**src/rtl/gpio_audio_dac_tx.sv**
```systemverilog
// Serial DAC transmitter: one MSB-first cs_n/sclk/mosi frame per accepted PCM sample.
// Define MUSICBOX_DAC_TX_STATS_EN to add the frame_count output.
module gpio_audio_dac_tx #(
    parameter int DATA_WIDTH = 16,
    parameter int CLK_DIV    = 4,
    parameter int FRAME_GAP  = 2
) (
    input  logic                  max10Board_50MhzClock,
    input  logic                  reset,
    input  logic [DATA_WIDTH-1:0] sample_data,
    input  logic                  sample_valid,
    output logic                  sample_ready,
    output logic                  busy,
    output logic                  frame_done,
    output logic                  dac_cs_n,
    output logic                  dac_sclk,
    output logic                  dac_mosi
`ifdef MUSICBOX_DAC_TX_STATS_EN
    ,
    output logic [15:0]           frame_count
`endif
);
    localparam int PW = $clog2(CLK_DIV) + 1;
    localparam int BW = $clog2(DATA_WIDTH);
    localparam int GW = $clog2(FRAME_GAP + 1);
    localparam logic [PW-1:0] PHASE_LAST = PW'(CLK_DIV - 1);
    localparam logic [BW-1:0] BIT_FIRST  = BW'(DATA_WIDTH - 1);
    localparam logic [GW-1:0] GAP_FIRST  = GW'(FRAME_GAP - 1);

    typedef enum logic [1:0] {IDLE, SHIFT, GAP} stateT;

    stateT                 state;
    logic [DATA_WIDTH-1:0] shiftReg;
    logic [PW-1:0]         phaseCnt;
    logic [BW-1:0]         bitCnt;
    logic [GW-1:0]         gapCnt;

    always_ff @(posedge max10Board_50MhzClock or posedge reset) begin
        if (reset) begin
            state        <= IDLE;
            shiftReg     <= '0;
            phaseCnt     <= '0;
            bitCnt       <= '0;
            gapCnt       <= '0;
            sample_ready <= 1'b0;
            busy         <= 1'b0;
            frame_done   <= 1'b0;
            dac_cs_n     <= 1'b1;
            dac_sclk     <= 1'b0;
            dac_mosi     <= 1'b0;
        end else begin
            case (state)
                IDLE: begin
                    if (sample_ready && sample_valid) begin
                        state        <= SHIFT;
                        // MSB goes straight to the pin; shiftReg holds the bits still to come.
                        dac_mosi     <= sample_data[DATA_WIDTH-1];
                        shiftReg     <= sample_data << 1;
                        bitCnt       <= BIT_FIRST;
                        phaseCnt     <= '0;
                        sample_ready <= 1'b0;
                        busy         <= 1'b1;
                        dac_cs_n     <= 1'b0;
                        dac_sclk     <= 1'b0;
                    end else begin
                        sample_ready <= 1'b1;
                    end
                end
                SHIFT: begin
                    if (phaseCnt != PHASE_LAST) begin
                        phaseCnt <= phaseCnt + 1'b1;
                    end else begin
                        phaseCnt <= '0;
                        if (!dac_sclk) begin
                            dac_sclk <= 1'b1;
                        end else if (bitCnt == '0) begin
                            state      <= GAP;
                            gapCnt     <= GAP_FIRST;
                            frame_done <= 1'b1;
                            dac_cs_n   <= 1'b1;
                            dac_sclk   <= 1'b0;
                            dac_mosi   <= 1'b0;
                        end else begin
                            // mosi only moves together with the falling sclk edge.
                            dac_sclk <= 1'b0;
                            dac_mosi <= shiftReg[DATA_WIDTH-1];
                            shiftReg <= shiftReg << 1;
                            bitCnt   <= bitCnt - 1'b1;
                        end
                    end
                end
                GAP: begin
                    frame_done <= 1'b0;
                    if (gapCnt == '0) begin
                        state        <= IDLE;
                        busy         <= 1'b0;
                        sample_ready <= 1'b1;
                    end else begin
                        gapCnt <= gapCnt - 1'b1;
                    end
                end
                default: state <= IDLE;
            endcase
        end
    end

`ifdef MUSICBOX_DAC_TX_STATS_EN
    // Counts on the same edge that raises frame_done, so reset-abandoned frames never count.
    always_ff @(posedge max10Board_50MhzClock or posedge reset) begin
        if (reset)
            frame_count <= '0;
        else if (state == SHIFT && phaseCnt == PHASE_LAST && dac_sclk && bitCnt == '0)
            frame_count <= frame_count + 16'd1;
    end
`endif
endmodule

```
**config.mk**
```make
export PLATFORM = sky130hd
export DESIGN_NAME = gpio_audio_dac_tx
export DESIGN_NICKNAME = d
export VERILOG_FILES = /design/src/rtl/gpio_audio_dac_tx.sv
export SDC_FILE = /design/constraint.sdc
export NUM_CORES = 1
export LEC_CHECK = 0
export CORE_MARGIN = 2
export CORE_UTILIZATION = 45
export CTS_BUF_LIST = sky130_fd_sc_hd__clkbuf_16
export DETAILED_ROUTE_END_ITERATION = 10
export GPL_ROUTABILITY_DRIVEN = 0
export HOLD_SLACK_MARGIN = 0.02
export PLACE_DENSITY = 0.78
export SLEW_MARGIN = 20
export SYNTH_ARGS = -nofsm -noshare
export SYNTH_HDL_FRONTEND = slang
export SYNTH_SLANG_ARGS = --single-unit
```
**constraint.sdc**
```tcl
create_clock -name max10Board_50MhzClock -period 3.7 [get_ports max10Board_50MhzClock]
set_input_delay 0.74 -clock max10Board_50MhzClock [delete_from_list [all_inputs] [get_ports max10Board_50MhzClock]]
set_output_delay 0.74 -clock max10Board_50MhzClock [all_outputs]
set_load 0.01 [all_outputs]
```
======== Word level (Yosys, flattened, before mapping) ========
Cells that the tools add are included.
word-level totals
  input bits .............................. 19
  output and inout bits ................... 6
  register bits after elaboration ......... 33
  logic and storage cells ................. 85
operators by class
  reduce and logical (&&, ||, !) cells .... 17
  mux-type cells .......................... 44
  equality and inequality tests ........... 10
  $add $sub $neg .......................... 3
operators by type and width
  kind                                                    number
  two-way mux 16 bit                                      4
  one-hot mux 16 bit (2 select lines)                     1
  AND reduction 5 bit                                     4
  two-way mux 2 bit                                       9
  two-way mux 4 bit                                       4
  two-way mux 1 bit                                       14
  inequality test 2 bit (second input constant)           7
  one-hot mux 1 bit (2 select lines)                      6
  one-hot mux 4 bit (2 select lines)                      1
  AND reduction 4 bit                                     2
  two-way mux 3 bit                                       2
  one-hot mux 2 bit (3 select lines)                      1
  one-hot mux 3 bit (2 select lines)                      1
  AND reduction 3 bit                                     2
  nonzero test 2 bit                                      3
  logical NOT 2 bit                                       2
  logical NOT 4 bit                                       1
  one-hot mux 2 bit (2 select lines)                      1
  AND reduction 2 bit                                     2
  subtractor 4 x 1 -> 4 bit (second input constant)       1
  adder 3 x 1 -> 3 bit (second input constant)            1
  inequality test 3 x 2 -> 1 bit (second input constant)  1
  == test 2 x 1 -> 1 bit (second input constant)          1
  == test 2 bit (second input constant)                   1
  2 further kinds                                         2

======== Logic depth before layout (Yosys ltp) ========
  word-level depth ........................ 5
  depth in mapped cells ................... 7
  depth with buffers taken out ............ 6

======== Worst setup path before layout ========
Ideal clock, no wire load.
  path type ............................... register to register
  from .................................... register bitCnt[0]
  to ...................................... register shiftReg[2]
  setup time .............................. 0.125 ns
  cell stages (with the launch flop) ...... 7
  path buffers ............................ 0
  path slack .............................. 1.992 ns
  data required time ...................... 3.575 ns
  arrival time ............................ 1.583 ns
  period minus slack after synthesis ...... 1.708 ns
  cell sequence ........................... dfrtp_1 inv_1 ha_1 nor3b_2 nand2_4 nand2_2 mux2_4
on the way
  cells in the longest elaborated chain, start to end .. 3
RTL lines
  item                             line  source
  start: declaration               35    logic [BW-1:0] bitCnt;
  start signal: assignment         88    bitCnt <= bitCnt - 1'b1;
  logical NOT 4 bit                76    end else if (bitCnt == '0) begin
  inequality test 2 bit (no line)  n/a
  AND reduction 5 bit (no line)    n/a
  end signal: assignment           58    shiftReg <= sample_data << 1;
  end signal: assignment           87    shiftReg <= shiftReg << 1;
  end: declaration                 33    logic [DATA_WIDTH-1:0] shiftReg;
No other way between the ends.
A chain may end at the register's enable or synchronous reset.

======== Worst setup path after layout ========
  from .................................... input port sample_valid
  to ...................................... register shiftReg[8]
on the way
  cells in the longest elaborated chain, start to end .. 3
RTL lines
  item                             line  source
  start: declaration               11    input logic sample_valid,
  logical AND 1 bit                54    if (sample_ready && sample_valid) begin
  inequality test 2 bit (no line)  n/a
  AND reduction 5 bit (no line)    n/a
No other way between the ends.

==> impl_results.md <==
- Most frequent cell after synthesis: nand2_1
- WP data arrival: 2.68 ns
- Yosys cell types: 43
- Routed via count: 1,336
- Worst reg-to-reg path cell count: 5
- Fillers: 339
- Die Ht: 67.7 µm
- Slew at the pin closest to its max-slew limit: 0.977 ns
- Largest net degree at the start of global routing: 29
- Worst slew margin: 0.349
- CTS tree: built
- First-pass GRT wire length: 6000 µm
- Top cell type's share of synthesized area: 0.425
- Total Neg Setup Slack: 0 ns
- Final Routed Wirelength: 3550 µm
- Num rows: 23
- PD cells: 346 nW/µm²
- Number of H-tree levels: 2
- Post-synth EDFFs: 0
- Clock tree buffer depth: 2
- Minimum clock period: 2.49 ns
- Critical Path Fanout Max: 19
- Antenna diode count: 0
- Vias per cell: 5.41
- Share of cells above drive strength 1: 0.198
- Ys async rst share: 1.00
- Max Clk Rate: 402 MHz
- IO Count: 25
- Detail Route Antenna Nets: 0
- Cts repair resizes: 0
- Die Area: 4580 µm²
- Worst setup path class: in2reg
- Drt pass-1 iters: 4
- Worst-Skew Late Latency: 0.28 ns
- Reg2reg start: state[0]
- Detailed Place HPWL: 2360 µm
- Sequential share of the synthesized area: 0.439
- Grt ovf: 0
- Cell count after synthesis: 174
- Multiplexer share of the synthesized area: 0.0137
- Hold Crit Class: reg2reg
- GRT Total Usage: 0.183
- Crit path from: sample_valid
- Fin crit share: 0.673
- Drt drc: 0
- Compound-cell area share of the yosys netlist: 0.272
- Root Buffer: clkbuf_16
- Largest family of logic cells by synthesized area: compound AO/OA/AOI/OAI gates
- DRT iter0 DRCs: 83
- Mean Syn Cell Area: 10.5 µm²
- Syn_nets: 196
- Status: complete, no violations
- CTS buffer count: 5
- Max IR drop VDD: 0.288 mV
- Nets: 218
- Hold path depth: 2
- Ys flop type: dfrtp_1
- Setup Skew: 0.00375 ns
- Number of global-route vias before repair: 1,294
- Initial Util: 0.463
- Min-delay src: busy
- Max cap viols: 0
- PortBufs: 24
- RSZ-0062 raised after global routing: no
- Mapped cell area: 1830 µm²
- Clk sink count: 32
- Syn-to-layout area delta: 19.9%
- Top cell type by total area after synthesis: dfrtp_1
- Post-DR wirelength/cell: 14.4 µm
- Final setup violation count: 0
- Synth warn: 0
- Worst-path clk slew: 0.05 ns
- Synth Area in Adders: 0.0206
- Crit start category: primary input
- Synth Register Bits: 32
- Hold Vio Cnt, Final: 0
- Post-synthesis simple-gate area fraction: 0.182
- # hold bufs at CTS: 0
- Synth Area in XOR/XNOR: 0
- Final Max Tran Viols: 0
- Commonest cells post-synth: 36 x nand2_1, 31 x dfrtp_1, 13 x a41oi_2
- Ranking of synthesized cells by area: dfrtp_1 42%, a41oi_2 12%, nand2_1 7.4%
- Die W: 67.7 µm
- WHS: 0.470 ns
- Core area: 3940 µm²
- CP required: 3.89 ns
- Setup repair bufs after CTS: 0
- P_leak: 0.915 nW
- Initial antenna violation count: 0
- Crit. End Element: register
-- worst max-delay path, stage by stage --
cell,delay (ns)
clkdlybuf4s50_1,0.52
nand3b_4,0.10
a221oi_4,0.62
buf_4,0.39
a21oi_2,0.11
a41oi_2,0.18
-- kinds of logic after synthesis --
family,after synthesis
compound gates,52
fa+ha+maj,3
buf+inv,21
flops,32
mux,2
simple gates,64
-- final timing paths --
check,end,slack (ns)
worst min-delay path,busy,0.47
worst max register to register,shiftReg[8],1.47
max in group asynchronous,shiftReg[6],2.21
worst max-delay path,shiftReg[8],1.21
worst min register to register,busy,0.47
min in group asynchronous,frame_done,0.83
-- area by class of cell --
type	count	area, µm²	area share
Clock inverter	3	11.3	0.00514
Sequential cell	32	802	0.366
Multi-Input combinational cell	121	892	0.407
Tap cell	50	62.6	0.0286
Inverter	9	33.8	0.0154
Clock buffer	5	125	0.0571
Timing Repair Buffer	27	263	0.120
-- state kept, by name, summed over array words and instances, names as in the netlist --
signal	cells
bitCnt	4
busy	1
dac_cs_n	1
dac_mosi	1
dac_sclk	1
frame_done	1
gapCnt	2
phaseCnt	3
sample_ready	1
shiftReg	15
state	2
-- metal layers --
metal | vias to the layer above | global-route usage | part of all wire
met2 | 26 | 0.275 | 0.47
li1 | 665 | - | -
met4 | 0 | 0.0995 | 0.030
met3 | 8 | 0.0600 | 0.041
met5 | - | 0 | 0
met1 | 637 | 0.231 | 0.46
-- through the flow --
stage | utilization | std cells | power, W | area (µm²) | setup slack [ns]
4_1_cts | 0.555 | 247 | 0.000768 | 2190 | 1.21
3_5_place_dp | 0.521 | 239 | 0.000384 | 2050 | 0.926
5_1_grt | 0.555 | 247 | 0.000787 | 2190 | 1.08
3_3_place_gp | 0.521 | 239 | 0.000384 | 2050 | 0.970
6_report | 0.555 | 247 | 0.000758 | 2190 | 1.21
2_1_floorplan | - | 174 | 0.000362 | 1830 | 1.99
-- layout by cell type (no fill, tap or decap), types with 2 or more instances in the layout --
cell type        synthesis  final
nand2_2                  2      2
or3_1                    2      2
buf_4                    2      3
nor3_1                   2      2
clkbuf_16                0      5
dfrtp_1                 31     31
nand2_1                 36     36
o21ai_0                  8      8
o21a_1                   2      2
nand3_1                  2      2
nor2b_1                  2      2
a21oi_2                  8      8
inv_1                    9     11
a41oi_2                 13     13
clkdlybuf4s50_1          0     24
ha_1                     3      3
and3_1                   2      2
nor2_1                   4      4
a21oi_1                 11     11
nand2b_1                 4      4
-- power breakdown --
| part | internal, W | leakage [nW] | switching, W |
|---|---|---|---|
| Clock | 0.000241 | 0.0738 | 0.000139 |
| Sequential | 0.000351 | 0.408 | 0 |
| Combinational | 0.0000175 | 0.433 | 0.00000988 |
| Total | 0.000609 | 0.915 | 0.000149 |
(Power assumes the default switching activity.)
